$ cat src/rtl/lzc_pkg.sv
// ---------------------------------------------------------------------------
// lzc_pkg
// Shared definitions for the leading-zero counter:
//   LZC_CNT_W        - width of the count output (fits 0..64)
//   LZC_ARCH_*       - architecture selector encodings
//   clog2()          - ceiling log2, usable at elaboration time
// ---------------------------------------------------------------------------
package lzc_pkg;

  localparam int LZC_CNT_W       = 7;

  localparam int LZC_ARCH_SCAN   = 0;
  localparam int LZC_ARCH_TREE   = 1;
  localparam int LZC_ARCH_NIBBLE = 2;

  // Smallest r with 2**r >= value; clog2(1) = 0.
  function automatic int clog2(input int value);
    int r;
    r = 0;
    while ((1 << r) < value) r++;
    return r;
  endfunction

endpackage

$ cat src/rtl/lzc_core.sv
// ---------------------------------------------------------------------------
// lzc_core
// Purely combinational leading-zero count of a WIDTH-bit unsigned word.
// Three bit-exact architectures selected by ARCH (see lzc_pkg encodings).
// Ports:
//   data_i [WIDTH-1:0]     word to count
//   cnt_o  [LZC_CNT_W-1:0] zeros above the highest set bit (WIDTH if none)
//   zero_o                 data_i is all zeros
// ---------------------------------------------------------------------------
module lzc_core
  import lzc_pkg::*;
#(
  parameter int WIDTH = 32,
  parameter int ARCH  = 1
) (
  input  logic [WIDTH-1:0]     data_i,
  output logic [LZC_CNT_W-1:0] cnt_o,
  output logic                 zero_o
);

  if (WIDTH < 1 || WIDTH > 64) begin : g_bad_width
    $error("lzc_core: WIDTH=%0d outside legal range 1..64", WIDTH);
  end

  // Zero detection looks only at the real input bits, never at padding.
  assign zero_o = ~|data_i;

  if (ARCH == LZC_ARCH_SCAN) begin : g_scan
    logic [LZC_CNT_W-1:0] scan_cnt;
    // Scan upward so the last hit is the most significant set bit.
    always_comb begin
      scan_cnt = LZC_CNT_W'(WIDTH);
      for (int i = 0; i < WIDTH; i++) begin
        if (data_i[i]) scan_cnt = LZC_CNT_W'(WIDTH - 1 - i);
      end
    end
    assign cnt_o = scan_cnt;

  end else if (ARCH == LZC_ARCH_TREE) begin : g_tree
    localparam int L = clog2(WIDTH);
    localparam int P = 1 << L;

    if (P == 1) begin : g_single
      assign cnt_o = data_i[0] ? LZC_CNT_W'(0) : LZC_CNT_W'(1);
    end else begin : g_multi
      logic [P-1:0] padded;
      // Ones below the LSB keep every non-zero input's count unchanged.
      if (P > WIDTH) begin : g_pad
        assign padded = {data_i, {(P - WIDTH){1'b1}}};
      end else begin : g_nopad
        assign padded = data_i;
      end

      // Node n of level gl covers padded bits [(n+1)*2^gl-1 : n*2^gl];
      // child 2n+1 is the more significant (left) half.
      for (genvar gl = 0; gl <= L; gl++) begin : g_lvl
        localparam int N = P >> gl;
        logic [N-1:0] v;
        logic [L-1:0] c [N];
        if (gl == 0) begin : g_leaf
          assign v = padded;
          for (genvar gn = 0; gn < N; gn++) begin : g_node
            assign c[gn] = '0;
          end
        end else begin : g_merge
          for (genvar gn = 0; gn < N; gn++) begin : g_node
            assign v[gn] = g_lvl[gl-1].v[2*gn+1] | g_lvl[gl-1].v[2*gn];
            // Left half non-zero: its count; else 2^(gl-1) + right count.
            assign c[gn] = g_lvl[gl-1].v[2*gn+1]
                         ? g_lvl[gl-1].c[2*gn+1]
                         : (g_lvl[gl-1].c[2*gn] | L'(1 << (gl - 1)));
          end
        end
      end

      assign cnt_o = (zero_o || !g_lvl[L].v[0]) ? LZC_CNT_W'(WIDTH)
                                                : LZC_CNT_W'(g_lvl[L].c[0]);
    end

  end else if (ARCH == LZC_ARCH_NIBBLE) begin : g_nibble
    localparam int Q = ((WIDTH + 3) / 4) * 4;
    localparam int G = Q / 4;

    logic [Q-1:0]         padded;
    logic [LZC_CNT_W-1:0] grp_cnt;

    if (Q > WIDTH) begin : g_pad
      assign padded = {data_i, {(Q - WIDTH){1'b1}}};
    end else begin : g_nopad
      assign padded = data_i;
    end

    // Leading zeros within a non-zero nibble.
    function automatic logic [1:0] nib_lz(input logic [3:0] x);
      casez (x)
        4'b1???: nib_lz = 2'd0;
        4'b01??: nib_lz = 2'd1;
        4'b001?: nib_lz = 2'd2;
        default: nib_lz = 2'd3;
      endcase
    endfunction

    // Upward scan over groups: the highest non-zero nibble wins.
    always_comb begin
      grp_cnt = LZC_CNT_W'(Q);
      for (int g = 0; g < G; g++) begin
        if (|padded[4*g +: 4]) begin
          grp_cnt = LZC_CNT_W'((G - 1 - g) * 4)
                  + LZC_CNT_W'(nib_lz(padded[4*g +: 4]));
        end
      end
    end

    assign cnt_o = zero_o ? LZC_CNT_W'(WIDTH) : grp_cnt;

  end else begin : g_bad_arch
    $error("lzc_core: ARCH=%0d outside legal range 0..2", ARCH);
    assign cnt_o = '0;
  end

endmodule

$ cat src/rtl/leading_zero_counter.sv
// ---------------------------------------------------------------------------
// leading_zero_counter
// Registered leading-zero counter, one-cycle latency, one word per cycle.
// Ports:
//   clk, reset        clock and synchronous active-high reset
//   i_valid, i_data   input word strobe and WIDTH-bit unsigned word
//   o_valid           lzc_cnt/o_zero carry a fresh result
//   lzc_cnt [6:0]     leading-zero count, 0..WIDTH (holds when idle)
//   o_zero            counted word was all zeros (holds when idle)
// ---------------------------------------------------------------------------
module leading_zero_counter
  import lzc_pkg::*;
#(
  parameter int WIDTH = 32,
  parameter int ARCH  = 1
) (
  input  logic                 clk,
  input  logic                 reset,
  input  logic                 i_valid,
  input  logic [WIDTH-1:0]     i_data,
  output logic                 o_valid,
  output logic [LZC_CNT_W-1:0] lzc_cnt,
  output logic                 o_zero
);

  logic [LZC_CNT_W-1:0] cnt_d;
  logic                 zero_d;
  logic                 valid_q;
  logic [LZC_CNT_W-1:0] cnt_q;
  logic                 zero_q;

  lzc_core #(
    .WIDTH (WIDTH),
    .ARCH  (ARCH)
  ) u_core (
    .data_i (i_data),
    .cnt_o  (cnt_d),
    .zero_o (zero_d)
  );

  // Result registers only load on valid input so the last result holds.
  always_ff @(posedge clk) begin
    if (reset) begin
      valid_q <= 1'b0;
      cnt_q   <= '0;
      zero_q  <= 1'b0;
    end else begin
      valid_q <= i_valid;
      if (i_valid) begin
        cnt_q  <= cnt_d;
        zero_q <= zero_d;
      end
    end
  end

  assign o_valid = valid_q;
  assign lzc_cnt = cnt_q;
  assign o_zero  = zero_q;

endmodule

$ cat config.mk
export PLATFORM = sky130hd
export DESIGN_NAME = leading_zero_counter
export DESIGN_NICKNAME = d
export VERILOG_FILES = /design/src/rtl/lzc_pkg.sv /design/src/rtl/lzc_core.sv /design/src/rtl/leading_zero_counter.sv
export SDC_FILE = /design/constraint.sdc
export NUM_CORES = 1
export LEC_CHECK = 0
export ABC_AREA = 1
export BUFFER_PORTS_ARGS = -buffer_cell sky130_fd_sc_hd__buf_2
export CORE_MARGIN = 8
export CORE_UTILIZATION = 42
export DETAILED_ROUTE_END_ITERATION = 12
export PLACE_DENSITY_LB_ADDON = 0.2
export SLEW_MARGIN = 20
export SYNTH_ARGS = -nofsm -noshare
export SYNTH_HDL_FRONTEND = slang
export SYNTH_SLANG_ARGS = --single-unit
export TNS_END_PERCENT = 50
$ cat constraint.sdc
create_clock -name clk -period 1.1 [get_ports clk]
set_input_delay 0.11 -clock clk [delete_from_list [all_inputs] [get_ports clk]]
set_output_delay 0.11 -clock clk [all_outputs]
set_load 0.005 [all_outputs]
## Word level (Yosys, flattened, before mapping)

Index checks and enable logic that the tools add are counted.
Widths: inputs -> output; s select.

- Bits in registers: 9
- Output and inout bits: 9
- Logic and storage cells: 70

- Muxes and demuxes: 32
- Bitwise gates (word level): 31
- Reduce and logical (&&, ||, !) cells: 4

Operators by type and width:

| operator | count |
|---|---|
| $reduce_or 32->1 | 1 |
| $or 1x1->1 | 31 |
| $mux 5 | 6 |
| $mux 1 | 16 |
| $mux 2 | 6 |
| $mux 4 | 2 |
| $mux 6 | 1 |
| $mux 3 | 1 |
| $logic_not 1->1 | 2 |
| $logic_or 1x1->1 | 1 |

## Logic depth before layout (Yosys ltp)

- Word-level depth: 8
- Depth in mapped cells: 10

## By module

From an unflattened synthesis, not the netlist that was laid out.

- Cells, all modules: 146
- Area total of the unflattened synthesis: 819.5 µm²

Modules (own cells, without submodules):

| module | instances | cells an instance | area an instance (µm²) | sequential area each (µm²) |
|---|---|---|---|---|
| lzc_core | 1 | 92 | 450.4 | 0.0 |
| leading_zero_counter | 1 | 54 | 369.1 | 180.2 |

## Worst setup path before layout

OpenSTA, ideal clock, no wires.

- Path kind: input to register
- Start: in i_data[12]
- End: reg cnt_q[2], in the netlist lzc_cnt[2]
- Setup time: 0.116 ns
- Arrival: 0.780 ns
- Required time: 0.984 ns
- Setup slack: 0.204 ns
- Cell stages on the path: 8
- Path buffers: 0
- Cell sequence: nor2_2 > nand2_4 > nor2_4 > nand2_2 > nor2_1 > nor2_1 > nand2_1 > a21oi_1

- Cells in the longest elaborated chain, start to end: 8
- Elaborated cells on any way between the ends: 13
- Classes of those cells: mux (4); bitwise (5); reduce/logical (4)

RTL lines:

| element | line | source |
|---|---|---|
| from (decl) | leading_zero_counter.sv:20 | `input logic [WIDTH-1:0] i_data,` |
| $or 1x1->1 (5 in series) | lzc_core.sv:67 | `assign v[gn] = g_lvl[gl-1].v[2*gn+1] \| g_lvl[gl-1].v[2*gn];` |
| $logic_not 1->1 | lzc_core.sv:76 | `assign cnt_o = (zero_o \|\| !g_lvl[L].v[0]) ? LZC_CNT_W'(WIDTH)` |
| $logic_or 1x1->1 | lzc_core.sv:76 |  |
| $mux 6 (*) | lzc_core.sv:76 |  |
| to (signal assigned) | leading_zero_counter.sv:50 | `cnt_q <= cnt_d;` |
| to (decl) | leading_zero_counter.sv:29 | `logic [LZC_CNT_W-1:0] cnt_q;` |

Every way passes the cells marked *; elsewhere a longest branch is shown, timed or not.
A chain may end at the register's enable or synchronous reset.

## Worst setup path after layout

- Start: in i_data[12]
- End: reg cnt_q[3], in the netlist lzc_cnt[3]

The elaborated chain is that of the path after synthesis.

==> flow_summary.yaml <==
critical_path:
  cp.required_ns: 1.25
  arrival_ns: 1.00
  cp_max_fo: 4
  path_class: "input port to flip-flop"
  start_kind: "input port"
  setup.worst_path.end_class: "flip-flop"
die:
  core_um2: 1650
  die_w_um: 57.0
  die_area_um2: 3250
  placementRows: 15
  ios: 44
  die_y_um: 57.0
  start_util: 0.428
sta:
  setup_viol: 0
  fin_ws_ns: 0.251
  whs_ns: 0.0709
  rsz0062_at_grt: "false"
  fin_crit_sh: 0.772
  hold_viol: 0
  skew_ns: 0
  finalCriticalPeriod_ns: 0.849
  fmax_mhz: 1180
  slew_violations: 0
clock_network:
  clock_sinks: 7
  clock_latency_ns: 0.25
  holdBufCountCts: 0
  cts_root_buf: "clkbuf_4"
  cts.clk_slew.worst_paths_ns: 0.05
  tritoncts: "built"
  postCtsSetupRepairBufs: 0
  cts_inserted_buffers: 3
  htree_levels: 1
  cts.path.max_buffers: 2
  cts_resized: 0
placed_design:
  io_buffers: 42
  place_area_um2: 923
  hpwl_mm: 1.73
  dpl_worst_slack_ns: -0.0251
  dp_cells: 181
  gp_congestion: 0.772
synth:
  syn_avg_cell_area_um2: 5.70
  synth_top_area_frac: 0.198
  synth_top_cell_by_area: "dfxtp_1"
  syn_nets: 159
  synth_area_leaders: "dfxtp_1 (20%), nor2_1 (13%), nand2_1 (11%)"
  synth_cells: 124
  synth_seq_cells: 7
  syn_area_um2: 707
  seq_area_frac_synth: 0.198
  yosys_warnings: 0
  synth_cell_types: 17
routing:
  routedWlPerCell_um: 10.3
  dr.pass1.iters: 4
  wl_met3_um: 102
  drt_iter0_drc: 9
  detail-route-antenna-nets: 0
  num_vias: 875
  drt-met1-wl_um: 746
  drc: 0
  via_per_inst: 4.73
  routed.top_layer: "met3"
  routed_wl_mm: 1.90
  wl_met2_mm: 1.05
job:
  max-cap-violations: 0
status:
  outcome: "completed"
final_layout:
  layout_common_cells: "buf_2 (42), nor2_1 (25), nand2_1 (21)"
  final_cell_count_no_fill: 185
  num_antenna_cells: 0
  nets: 204
  final_cell_area_um2: 950
  fillers: 179
  multiInputGateArea_um2: 475
  drive_above_1_share: 0.417
  regArea_um2: 140
  area_growth_pct: 34.3
  final_common_cell: "buf_2"
grt:
  grt_pass1_wl_mm: 3.34
  grt_max_degree: 9
  overflow: 0
  grt_pass1_vias: 907
  antenna_found_initial: 0
  grt_use_total: 0.118
pwr:
  ir_drop_uv: 671
  power_density_nw_per_um2: 749
  p_leak_nw: 0.513
  power_mw: 0.711
min_path:
  worstHoldPathType: "input port to flip-flop"
## cell families (layout without fill, tap and decap cells)
group           count (synthesis)  count (layout)  share of synthesized area
other cells                     1               1                    0.00530
compound gates                 22              22                      0.163
flops                           7               7                      0.198
simple gates                   72              72                      0.504
buf+inv                        22              66                      0.129
## path summary, 6_finish.rpt
check,to,cells after the start,slack (ns),start
worst max-delay path,lzc_cnt[3],9,0.25,i_data[12]
worst min-delay path,lzc_cnt[2],2,0.07,reset
worst min register to register,lzc_cnt[2],2,0.46,lzc_cnt[2]
worst max register to register,o_zero,2,0.46,o_zero
## cell type report
cell class | instances | area share
inverter | 20 | 0.0804
clock buffer | 4 | 0.0277
tap | 17 | 0.0224
timing repair buffer | 42 | 0.221
sequential | 7 | 0.148
multi-input combinational | 95 | 0.501
## critical path: stages
cell     delay (ns)
buf_2          0.10
nor2_2         0.16
nand2_4        0.09
nor2_4         0.15
nand2_2        0.08
nor2_1         0.11
nor2_1         0.08
nand2_1        0.06
a21oi_1        0.06
## stage by stage
stage / util / setup TNS, ns
4_1_cts: 0.575 / 0
3_3_place_gp: 0.559 / -0.0160
6_report: 0.575 / 0
5_1_grt: 0.575 / 0
3_5_place_dp: 0.559 / -0.0465
2_1_floorplan: - / 0
## cell usage after synthesis
cell / number
nand2_4: 2
inv_1: 13
nand2_2: 7
dfxtp_1: 7
nor2_4: 4
inv_2: 6
clkinv_2: 1
nand2_1: 21
nand3_1: 7
nor2_1: 25
o21bai_1: 2
conb_1: 1
nand4_1: 1
o21ai_0: 10
nor2_2: 5
buf_4: 2
a21oi_1: 10
## registers in the layout, indices dropped and copies added (netlist names)
signal	count
lzc_cnt	5
o_zero	1
o_valid	1
## power by group
| part | total (mW) | switching, mW | internal, mW | leakage [nW] |
|---|---|---|---|---|
| combinational | 0.205 | 0.111 | 0.0941 | 0.440 |
| sequential | 0.269 | 0.00463 | 0.265 | 0.0575 |
| clock | 0.237 | 0.0982 | 0.139 | 0.0150 |
| total | 0.711 | 0.214 | 0.498 | 0.513 |
## routing by layer
layer / global-route usage / vias to the layer above
met3: 0.0443 / 0
met5: 0 / -
met4: 0.0302 / 0
met1: 0.106 / 382
li1: - / 471
met2: 0.237 / 22
Power figures use the tool's default switching activity.
